## config.mk

```make
export PLATFORM = sky130hd
export DESIGN_NAME = alu_seq
export DESIGN_NICKNAME = d
export VERILOG_FILES = /design/src/rtl/alu_seq.sv
export SDC_FILE = /design/constraint.sdc
export NUM_CORES = 1
export LEC_CHECK = 0
export CAP_MARGIN = 5
export CORE_MARGIN = 5
export CORE_UTILIZATION = 64
export CTS_CLUSTER_SIZE = 20
export DETAILED_ROUTE_END_ITERATION = 8
export PLACE_DENSITY = 0.93
export SLEW_MARGIN = 20
export SYNTH_ARGS = -nofsm -noshare
export SYNTH_HDL_FRONTEND = slang
export SYNTH_SLANG_ARGS = --single-unit
export TNS_END_PERCENT = 1
```

## constraint.sdc

```tcl
create_clock -name clk -period 6.8 [get_ports clk]
set_clock_uncertainty 0.2 [all_clocks]
set_input_delay 1.36 -clock clk [delete_from_list [all_inputs] [get_ports clk]]
set_output_delay 1.36 -clock clk [all_outputs]
set_load 0.1 [all_outputs]
```

## src/rtl/alu_seq.sv

```systemverilog
// Registered ALU with valid/ready handshakes on both sides; single-cycle logic ops,
// add/sub with flags, shift-left, and an iterative shift-add multiplier.
module alu_seq #(
    parameter int WIDTH = 8
) (
    input  logic             clk,
    input  logic             rst_n,
    input  logic             in_valid,
    output logic             in_ready,
    input  logic [2:0]       opcode,
    input  logic [WIDTH-1:0] in1,
    input  logic [WIDTH-1:0] in2,
    output logic             out_valid,
    input  logic             out_ready,
    output logic [WIDTH-1:0] out,
    output logic             flag_z,
    output logic             flag_c,
    output logic             flag_v,
    output logic             err
);

    localparam int CNT_W = $clog2(WIDTH + 1);

    typedef enum logic [1:0] {IDLE, BUSY, HOLD} state_t;
    typedef enum logic [2:0] {
        OP_ADD = 3'd0, OP_SUB = 3'd1, OP_AND = 3'd2, OP_OR  = 3'd3,
        OP_NOT = 3'd4, OP_SHL = 3'd5, OP_MUL = 3'd6, OP_ILL = 3'd7
    } op_t;

    state_t             state;
    logic [CNT_W-1:0]   cnt;
    logic [2*WIDTH-1:0] acc;
    logic [2*WIDTH-1:0] mcand;
    logic [WIDTH-1:0]   mplier;

    logic               accept;
    logic [WIDTH:0]     sum_ext;
    logic [WIDTH:0]     diff_ext;
    logic [WIDTH-1:0]   res;
    logic               res_c;
    logic               res_v;
    logic               res_e;

    assign in_ready  = (state == IDLE) || ((state == HOLD) && out_ready);
    assign out_valid = (state == HOLD);
    assign accept    = in_valid && in_ready;

    assign sum_ext  = {1'b0, in1} + {1'b0, in2};
    assign diff_ext = {1'b0, in1} - {1'b0, in2};

    // Single-cycle result path; MUL is handled by the sequential datapath below.
    always_comb begin
        // NOTE: every output gets a default first so no path through the case infers a latch.
        res   = '0;
        res_c = 1'b0;
        res_v = 1'b0;
        res_e = 1'b0;
        case (op_t'(opcode))
            OP_ADD: begin
                res   = sum_ext[WIDTH-1:0];
                res_c = sum_ext[WIDTH];
                res_v = (in1[WIDTH-1] == in2[WIDTH-1]) && (sum_ext[WIDTH-1] != in1[WIDTH-1]);
            end
            OP_SUB: begin
                res   = diff_ext[WIDTH-1:0];
                res_c = diff_ext[WIDTH];
                res_v = (in1[WIDTH-1] != in2[WIDTH-1]) && (diff_ext[WIDTH-1] != in1[WIDTH-1]);
            end
            OP_AND: res = in1 & in2;
            OP_OR:  res = in1 | in2;
            OP_NOT: res = ~in1;
            OP_SHL: res = (32'(in2) >= 32'(WIDTH)) ? '0 : (in1 << in2);
            OP_MUL: res = '0;
            default: res_e = 1'b1;
        endcase
    end

    always_ff @(posedge clk or negedge rst_n) begin
        // NOTE: state registers use non-blocking assignments so every register samples pre-edge values.
        if (!rst_n) begin
            state  <= IDLE;
            cnt    <= '0;
            acc    <= '0;
            mcand  <= '0;
            mplier <= '0;
            out    <= '0;
            flag_z <= 1'b0;
            flag_c <= 1'b0;
            flag_v <= 1'b0;
            err    <= 1'b0;
        end else if (state == BUSY) begin
            if (cnt != '0) begin
                if (mplier[0]) acc <= acc + mcand;
                mcand  <= mcand << 1;
                mplier <= mplier >> 1;
                cnt    <= cnt - CNT_W'(1);
            end else begin
                out    <= acc[WIDTH-1:0];
                flag_z <= (acc[WIDTH-1:0] == '0);
                flag_c <= |acc[2*WIDTH-1:WIDTH];
                flag_v <= 1'b0;
                err    <= 1'b0;
                state  <= HOLD;
            end
        end else if (accept) begin
            if (op_t'(opcode) == OP_MUL) begin
                acc    <= '0;
                mcand  <= {{WIDTH{1'b0}}, in1};
                mplier <= in2;
                cnt    <= CNT_W'(WIDTH);
                state  <= BUSY;
            end else begin
                out    <= res;
                flag_z <= (res == '0);
                flag_c <= res_c;
                flag_v <= res_v;
                err    <= res_e;
                state  <= HOLD;
            end
        end else if ((state == HOLD) && out_ready) begin
            state <= IDLE;
        end
    end

endmodule

```

Word-level counts from Yosys, hierarchy flattened
Cells that the tools add are included.

Flip-flop bits (word level): 58. Word-level logic and storage cells: 100. Output and inout bits: 14. Input bits: 23.

Bitwise logic cells: 3. $add $sub $neg: 4. Shift-type cells: 1. Equality and inequality tests: 16. Order comparisons: 1. Reductions and logical operators: 19. Mux-type cells: 46.

Operators with widths (count): $mux W16 (9); $mux W8 (9); $pmux W8 S6 (1); $add A16 B16 Y16 (1); $logic_not A8 Y1 (2); $mux W1 (16); $mux W4 (4); $mux W2 (5); $add A8 B8 Y9 (1); $eq A3 B3 Y1 const B (3); $sub A8 B8 Y9 (1); $and A8 B8 Y8 (1); $ge A8 B4 Y1 const B (1); $not A8 Y8 (1); $or A8 B8 Y8 (1); $reduce_or A8 Y1 (1); $shl A8 B8 Y8 (1); $eq A3 B2 Y1 const B (2); $ne A2 B2 Y1 const B (3); $reduce_and A3 Y1 (2); $reduce_or A6 Y1 (1); $logic_and A1 B1 Y1 (4); $pmux W1 S2 (2); $reduce_and A4 Y1 (1); 14 further kinds (17).

Longest topological paths before layout
Word-level depth: 7. Depth in mapped cells: 11. Mapped depth without buffers: 11.

Worst setup path after synthesis
Ideal clock, no wire load.

Kind: input -> output. Start point: in out_ready. End point: out in_ready. Arrival time: 2.967 ns. Path slack: 2.273 ns. Path buffers: 0. Stages: 2. Path through: inv_1 -> a21oi_1.

Cells in the longest elaborated chain, start to end: 2.

RTL lines: from (decl) (RTL line 14) `input logic out_ready,`; $logic_and A1 B1 Y1 (RTL line 44) `assign in_ready = (state == IDLE) || ((state == HOLD) && out_ready);`; $logic_or A1 B1 Y1 (RTL line 44); to (decl) (RTL line 9) `output logic in_ready,`.

Every way passes these cells.

Worst setup path after layout
Same ends and word-level chain as after synthesis.

==> results.cfg <==
[yosys]
yosys_warnings = 0
synthTopCellsByArea = dfrtp_1 31%, ha_1 11%, nand2_1 5.3%
synth-main-ff-cell = dfrtp_1
yosysTopAreaCellShare = 0.309
netlist_instances = 555
synth_seq_cells = 58
asyncSetResetFlopFracSynth = 1.00
synth-edff-count = 0
yosysUniqueCellTypes = 69
ys_seq_area_frac = 0.309
synth_top_cell_by_area = dfrtp_1
netlist_area_um2 = 4690
syn_avg_cell_area_um2 = 8.45
synth_nets = 622

[detailed_routing]
ant_nets = 0
wl_per_cell_um = 18.7
drtIter0Drc = 428
vias = 4445
viasPerCell = 6.50
dr.pass1.iters = 5
drc = 0
wl_um = 12800

[worst_setup_path]
rrSetupSlack_ns = 3.81
path_class = in -> out
critPathMaxStageDelay_ns = 1.20
timing.critical_path.mode_cell = clkdlybuf4s50_1
path_delay_family = buffers and inverters
cp_num_buf_inv = 3
required_ns = 5.24
arrival_ns = 3.35
end_kind = output pin
start_kind = input pin
cp_max_fo = 4
crit_chain = clkdlybuf4s50_1 > inv_1 > a21oi_1 > clkdlybuf4s50_1
slowest_stage = clkdlybuf4s50_1

[sta]
rsz0062_at_grt = no
tightest_slew_ns = 1.03
timing.fmax_mhz = 204
maxSlewHeadroom = 0.310
min_period_over_period = 0.722
maxSlewViolCount = 0
hold_violations = 0
period_minus_slack_ns = 4.91
setup_tns_ns = 0
setup_viol = 0
layout_setup_ws_ns = 1.89
finalHoldWorstSlack_ns = 0.280

[die]
die_height_um = 95.6
dieArea_um2 = 9140
fp-row-count = 31
initial_core_util = 0.650
die_w_um = 95.6
core_um2 = 7210
pin_count = 37

[placed_design]
place_ws_ns = 1.90
io_buffers = 36
gp_congestion = 0.950
dp_hpwl_um = 9370

[power_and_ir_drop]
powerDensity_nw_per_um2 = 395
p_leak_uw = 0.00239
total_power_uw = 2080
peakVddDrop_v = 0.000196

[cts]
cts-buffers-inserted = 9
insertion_delay_ns = 0.34
ctsHoldBuffers = 0
cts_buffer_depth = 2
cts_tree = yes
cts_root_buf = clkbuf_8
cts-resized-gates = 0
clock-sinks = 58
cts_setup_buffers = 0
clkTransAtPathRegs_ns = 0.07
htree_levels = 3

[final_layout]
nets = 647
syn_to_final_growth_pct = 12.2
fillCellCount = 538
layout_commonest_cell = nand2_1
n_antenna_cell = 0
multi_input_area_um2 = 3000
final_cell_mix = 66 x nand2_1, 58 x dfrtp_1, 48 x o21ai_0
drive_gt1_frac = 0.0632
seqCellArea_um2 = 1450

[global_route]
grt_max_degree = 59
grt_pass1_vias = 4313
overflow = 0
antenna_found_initial = 0
grtUsageTotal = 0.297
grt_pass1_wl_um = 21100

[status]
status = complete, no violations

[flow_run]
drv_cap = 0

[hold_path]
min_path_type = reg -> reg
-- Yosys cell counts, types with 3 or more instances --
library cell  instances
nand2_1              66
dfrtp_1              58
o21ai_0              48
a21oi_1              42
ha_1                 41
nor2_1               39
inv_1                31
nor3_1               14
clkbuf_1             12
mux2i_1              12
nand3_1              12
a21o_1               11
a22o_1               11
buf_2                10
xnor2_1              10
o31ai_1               9
nand3b_1              8
nor2b_1               8
nor4_1                8
xor2_1                8
o21a_1                7
nand2b_1              6
o211ai_1              6
a31oi_1               5
a211oi_1              4
o221ai_1              4
a21boi_0              3
a32oi_1               3
fa_1                  3
o2111ai_1             3
o22ai_1               3
or2_2                 3
or3_1                 3
-- area by class of cell --
| cell class | instances | area share |
|---|---|---|
| Multi-Input combinational cell | 438 | 0.569 |
| Sequential cell | 58 | 0.276 |
| Timing Repair Buffer | 41 | 0.0746 |
| Clock buffer | 10 | 0.0261 |
| Tap cell | 99 | 0.0235 |
| Inverter | 32 | 0.0228 |
| Clock inverter | 6 | 0.00784 |
-- path summary, 6_finish.rpt --
path,startpoint,to,cells past startpoint
max,out_ready,in_ready,4
min,out[5]$_DFFE_PN0P_,out[5]$_DFFE_PN0P_,1
max reg2reg,acc[0]$_DFFE_PN0P_,acc[14]$_DFFE_PN0P_,9
min reg2reg,out[5]$_DFFE_PN0P_,out[5]$_DFFE_PN0P_,1
max in group asynchronous,rst_n,cnt[1]$_DFFE_PN0P_,2
min in group asynchronous,rst_n,acc[11]$_DFFE_PN0P_,2
-- worst reg2reg max path, cell delays in order (launching register included) --
cell      delay, ns
dfrtp_1        0.43
ha_1           0.24
fa_1           0.42
a21o_1         0.18
a21o_1         0.21
a21boi_0       0.33
nor2_1         0.16
a21boi_0       0.31
mux2i_1        0.13
a211o_1        0.27
-- per-stage QoR --
step                 util  instances  instance area [um2]
global placement    0.705        668                 5090
floorplan               -        555                 4690
detailed placement  0.705        668                 5090
finish              0.730        684                 5270
CTS                 0.730        684                 5270
global route        0.730        684                 5270
-- kinds of logic after synthesis --
logic type | share of synthesized area
DFF | 0.309
and+or+nand+nor | 0.188
adders and majority gates | 0.122
buffers and inverters | 0.0531
xor gates and xnor gates | 0.0336
muxes | 0.0384
AOI/OAI and AO/OA | 0.255
-- sequential cells by signal (all words and copies together), names as in the netlist --
name	cells
flag_v	1
flag_z	1
acc	16
out	8
cnt	4
state	2
err	1
flag_c	1
mplier	8
mcand	16
-- routing by layer --
| metal | global-route usage | up-vias | routed length (um) |
|---|---|---|---|
| met1 | 0.390 | 2146 | 5330 |
| li1 | - | 2065 | - |
| met4 | 0.0972 | 0 | 327 |
| met3 | 0.0584 | 30 | 934 |
| met5 | 0 | - | 0 |
| met2 | 0.490 | 204 | 6170 |
-- where the power goes --
part	internal, uW	switching (uW)
combinational	386	774
clock	142	157
sequential	490	130
total	1020	1060
Power figures use the tool's default switching activity.
==> patch 1, RTL diff (same flow settings) <==
The parameter `WIDTH` goes from 8 to 4.
--- a/src/rtl/alu_seq.sv
+++ b/src/rtl/alu_seq.sv
@@ -3,3 +3,3 @@
 module alu_seq #(
-    parameter int WIDTH = 8
+    parameter int WIDTH = 4
 ) (
Interface: changed (resized in1, in2 and out); port bits go from 37 to 25. No check against the original RTL was run, so the function may have changed too.
==> patch 1 against the unedited design <==
- die area decreased by 45%
- wire length fell by 59%
- core utilization increased by 1.6 points
- sequential cell count down 25
- largest cell class unchanged
- via count decreased by 54%
- first-iteration DRC count is 49% lower
- critical path depth unchanged
- total power shrank 46%
- clock power shrank 51%
- worst setup slack better by 0.24 ns
- synthesized cell count shrank 49%
- largest power group unchanged
- fmax grew 5.0%
- synthesized area down 49%
- final area down 49%
==> patch 1: results <==
layout:
  reg_top3: "acc x8, mcand x8"
  nets: 341
  drive_gt1_frac: 0.0462
  antennaDiodeCount: 0
  nFillCells: 249
yosys:
  synthDistinctLibCells: 46
  ys_seq_area_frac: 0.347
  synth_top_area_share: 0.347
  syn_nets: 320
  synth_commonest_cells: "nand2_1, dfrtp_1, nor2_1, a21oi_1, o21ai_0"
  yosysWarnings: 0
  synth_area_leaders: "dfrtp_1, ha_1, nand2_1"
grt:
  grt_pass1_vias: 2048
  grt_pass1_wl_um: 9250
  grt_max_degree: 34
  grt_usage: 0.228
sta:
  slew_headroom: 0.348
place:
  portBuffers: 24
  place_congestion: 0.945
  dp_slack_ns: 2.13
  dpl.hpwl_um: 4060
  placed_cell_area_mm2: 0.00263
cts:
  htree_num_levels: 2
  cts_buffer_depth: 2
  cts_buffers: 5
  cts-root-buf: "clkbuf_8"
  clk_pin_slew_ns: 0.07
  ctsResizeCount: 0
  insertion_delay_ns: 0.29
outcome:
  status: "complete, no violations"
setup_path:
  cp_data_arrival_time_ns: 3.11
  cp_max_fo: 3
routing:
  vias: 2054
  drtIter0Drc: 217
  drt-total-wl_um: 5270
pwr:
  p_leak_nw: 1.24
  switching_share: 0.508
  ir_worst_vdd_v: 0.000190
[patch 1: changes by cell type in the layout (fill, tap and decap cells not counted), sizes merged, moves of 7 or more]
cell	delta
ha	-20
nor3	-14
nand3b	-7
nor2	-10
a22o	-11
o21ai	-25
o31ai	-7
a21o	-8
a21oi	-18
inv	-16
o21a	-7
nand2	-25
clkdlybuf4s50	-11
dfrtp	-25
[patch 1: power by group through the flow]
stage / clock, mW / combinational, mW / sequential, mW
6_report: 0.146 / 0.633 / 0.345
3_3_place_gp: 0 / 0.607 / 0.342
4_1_cts: 0.147 / 0.636 / 0.345
3_5_place_dp: 0 / 0.632 / 0.348
5_1_grt: 0.156 / 0.696 / 0.357
2_1_floorplan: 0 / 0.366 / 0.464
[patch 1: final cells by class]
class	instances	area share
multi-input combinational	219	0.522
sequential	33	0.305
timing repair buffer	27	0.0969
clock buffer	5	0.0254
inverter	16	0.0222
tap	48	0.0222
clock inverter	3	0.00646
[patch 1: routing by layer]
metal | routed length [µm] | up-vias | track usage
met1 | 2240 | 953 | 0.296
met3 | 385 | 12 | 0.0554
met5 | 0 | - | 0
li1 | - | 1022 | -
met4 | 85 | 0 | 0.0814
met2 | 2560 | 67 | 0.371
[patch 1: cells by family after synthesis]
kind of cell,synth area share
AND/OR/NAND/NOR,0.190
AO/OA/AOI/OAI,0.208
XOR/XNOR,0.0368
adder cells (fa/ha/maj),0.136
multiplexers,0.0253
flip-flops,0.347
buffers and inverters,0.0573
[patch 1: path summary, 6_finish.rpt]
check / end / start / cells past startpoint / slack (ns)
hold reg to reg: out[1]$_DFFE_PN0P_ / out[1]$_DFFE_PN0P_ / 2 / 0.27
hold / removal: out[1]$_DFFE_PN0P_ / out[1]$_DFFE_PN0P_ / 2 / 0.27
min in group asynchronous: flag_v$_DFFE_PN0P_ / rst_n / 2 / 1.27
setup reg to reg: mplier[3]$_DFFE_PN0P_ / state[1]$_DFFE_PN0P_ / 6 / 4.23
max in group asynchronous: mcand[6]$_DFFE_PN0P_ / rst_n / 2 / 4.83
setup / recovery: in_ready / out_ready / 4 / 2.13
[patch 1: stage by stage]
step	std cells	hold WS, ns	utilization
floorplan	281	0.249	-
global placement	343	0.252	0.722
detailed placement	343	0.255	0.722
CTS	351	0.271	0.746
global route	351	0.301	0.746
finish	351	0.266	0.746
[patch 1: critical path: stages]
cell             delay [ns]
clkdlybuf4s50_1        0.46
nor2b_1                0.07
nor2_1                 0.09
clkdlybuf4s50_1        1.13
==> patch 2, RTL diff (same flow settings) <==
Made on the original files. Register the output `flag_z` once more, with the module's reset; this adds one clock of latency there. The other outputs are not delayed to match.
--- a/src/rtl/alu_seq.sv
+++ b/src/rtl/alu_seq.sv
@@ -28,2 +28,4 @@
     } op_t;
+
+    logic flag_z_s0;
 
@@ -86,3 +88,3 @@
             out    <= '0;
-            flag_z <= 1'b0;
+            flag_z_s0 <= 1'b0;
             flag_c <= 1'b0;
@@ -98,3 +100,3 @@
                 out    <= acc[WIDTH-1:0];
-                flag_z <= (acc[WIDTH-1:0] == '0);
+                flag_z_s0 <= (acc[WIDTH-1:0] == '0);
                 flag_c <= |acc[2*WIDTH-1:WIDTH];
@@ -113,3 +115,3 @@
                 out    <= res;
-                flag_z <= (res == '0);
+                flag_z_s0 <= (res == '0);
                 flag_c <= res_c;
@@ -124,2 +126,10 @@
 
+    always_ff @(posedge clk or negedge rst_n) begin
+        if (!rst_n) begin
+            flag_z <= '0;
+        end else begin
+            flag_z <= flag_z_s0;
+        end
+    end
+
 endmodule
Function: changed (Yosys sat finds a counterexample within 4 cycles, from zero or initial values and one cycle with rst_n low).
==> patch 2 against the unedited design <==
- sequential share of layout area rose by 0.48 points
- final area is the same
- hold slack worse by 0.11 ns
- fmax increased by 0.34%
- wire length fell by 2.2%
- total power grew 2.1%
- core utilization increased by 0.39 points
- count of clock-buffer cells in the layout grew 2
- sequential cell count increased by 1
- worst setup slack improved by 0.017 ns
- synthesized area down 0.21%
- final cell count shrank 0.88%
- critical path depth did not move
==> patch 2: results <==
routing:
  top_layer: "met4"
  met2_wirelength_um: 6010
  dr.pass1.iters: 6
  drt-met1-wl_um: 5050
  route.met3.wl_um: 1110
  vias: 4404
  drt-total-wl_um: 12500
  wl_per_cell_um: 18.4
  drtIter0Drc: 413
grt:
  grt_usage: 0.286
  grt_max_degree: 60
  grt_pass1_wl_um: 20300
  met1_usage: 0.379
  grt_pass1_vias: 4149
  met3_usage: 0.0679
  grt_use_met2: 0.467
setup_path:
  slowest_stage: "clkdlybuf4s50_1"
  ff2ff_setup_slack_ns: 3.47
  cp_max_fo: 4
  cp_data_arrival_time_ns: 3.33
pwr:
  ir_worst_vdd_v: 0.000270
  switchingPower_mw: 1.01
  pwr-share-clk: 0.171
  p_leak_nw: 2.45
  p_seq_frac: 0.299
place:
  dp_slack_ns: 1.92
  place_congestion: 0.964
  dpl.hpwl_um: 9020
  placed_cell_area_mm2: 0.00504
  dp_cells: 662
yosys:
  synth_xor_area_frac: 0.0412
  synth_area_leaders: "dfrtp_1, ha_1, o21ai_0"
  ys_seq_area_frac: 0.315
  synth_commonest_cells: "nand2_1, dfrtp_1, o21ai_0, a21oi_1, ha_1"
  syn_inst: 548
  synthDistinctLibCells: 67
  synth_fa_ha_area_frac: 0.122
  synthMuxAreaShare: 0.0404
  syn_nets: 615
  synth_compound_area_frac: 0.237
sta:
  tightest_slew_ns: 1.11
  min_period_ns: 4.89
layout:
  synthToLayoutAreaGrowth_pct: 12.5
  drive_gt1_frac: 0.0622
  nets: 641
outcome:
  status: "complete, no violations"
cts:
  post_cts_buffers: 0
  ctsResizeCount: 0
  cts-root-buf: "clkbuf_8"
  cts_buffers: 9
hold_path:
  hold_path_class: "reg2reg"
==> patch 2: changes by cell type after synthesis, moves of 5 or more <==
| cell | before | now |
|---|---|---|
| a21oi_1 | 42 | 47 |
| buf_2 | 10 | 1 |
| buf_6 | 1 | 7 |
| nand3b_1 | 8 | 2 |
| o211ai_1 | 6 | 1 |
| o21a_1 | 7 | 2 |
| o21ai_0 | 48 | 56 |
| xnor2_1 | 10 | 15 |
==> patch 2: final cells by class <==
| cell class | instances | area (µm²) |
|---|---|---|
| clock buffers | 12 | 155 |
| clock inverters | 4 | 72.6 |
| fillers | 485 | 1910 |
| inverters | 32 | 134 |
| multi-input cells | 431 | 2910 |
| flip-flops and latches | 59 | 1480 |
| well taps | 99 | 124 |
| repair buffers | 41 | 393 |
==> patch 2: through the flow <==
step                      hold WS (ns)   util  total power, mW
after CTS                        0.172  0.734             2.11
final                            0.167  0.734             2.12
after global routing             0.175  0.734             2.25
after detailed placement         0.166  0.702             1.73
after floorplan                  0.154      -             1.46
after global placement           0.165  0.702             1.67
==> patch 2: final timing paths <==
path | startpoint | endpoint | cells after the start
min | flag_z_s0$_DFFE_PN0P_ | flag_z$_DFF_PN0_ | 0
max in group asynchronous | rst_n | mcand[13]$_DFFE_PN0P_ | 2
max reg2reg | state[1]$_DFFE_PN0P_ | flag_z_s0$_DFFE_PN0P_ | 7
max | out_ready | in_ready | 4
min reg2reg | flag_z_s0$_DFFE_PN0P_ | flag_z$_DFF_PN0_ | 0
min in group asynchronous | rst_n | mcand[0]$_DFFE_PN0P_ | 2
==> patch 2: worst max-delay path, delay by kind of cell <==
kind	cells	cell delay [ns]
AO/OA/AOI/OAI	1	0.27
buffers and inverters	3	1.70
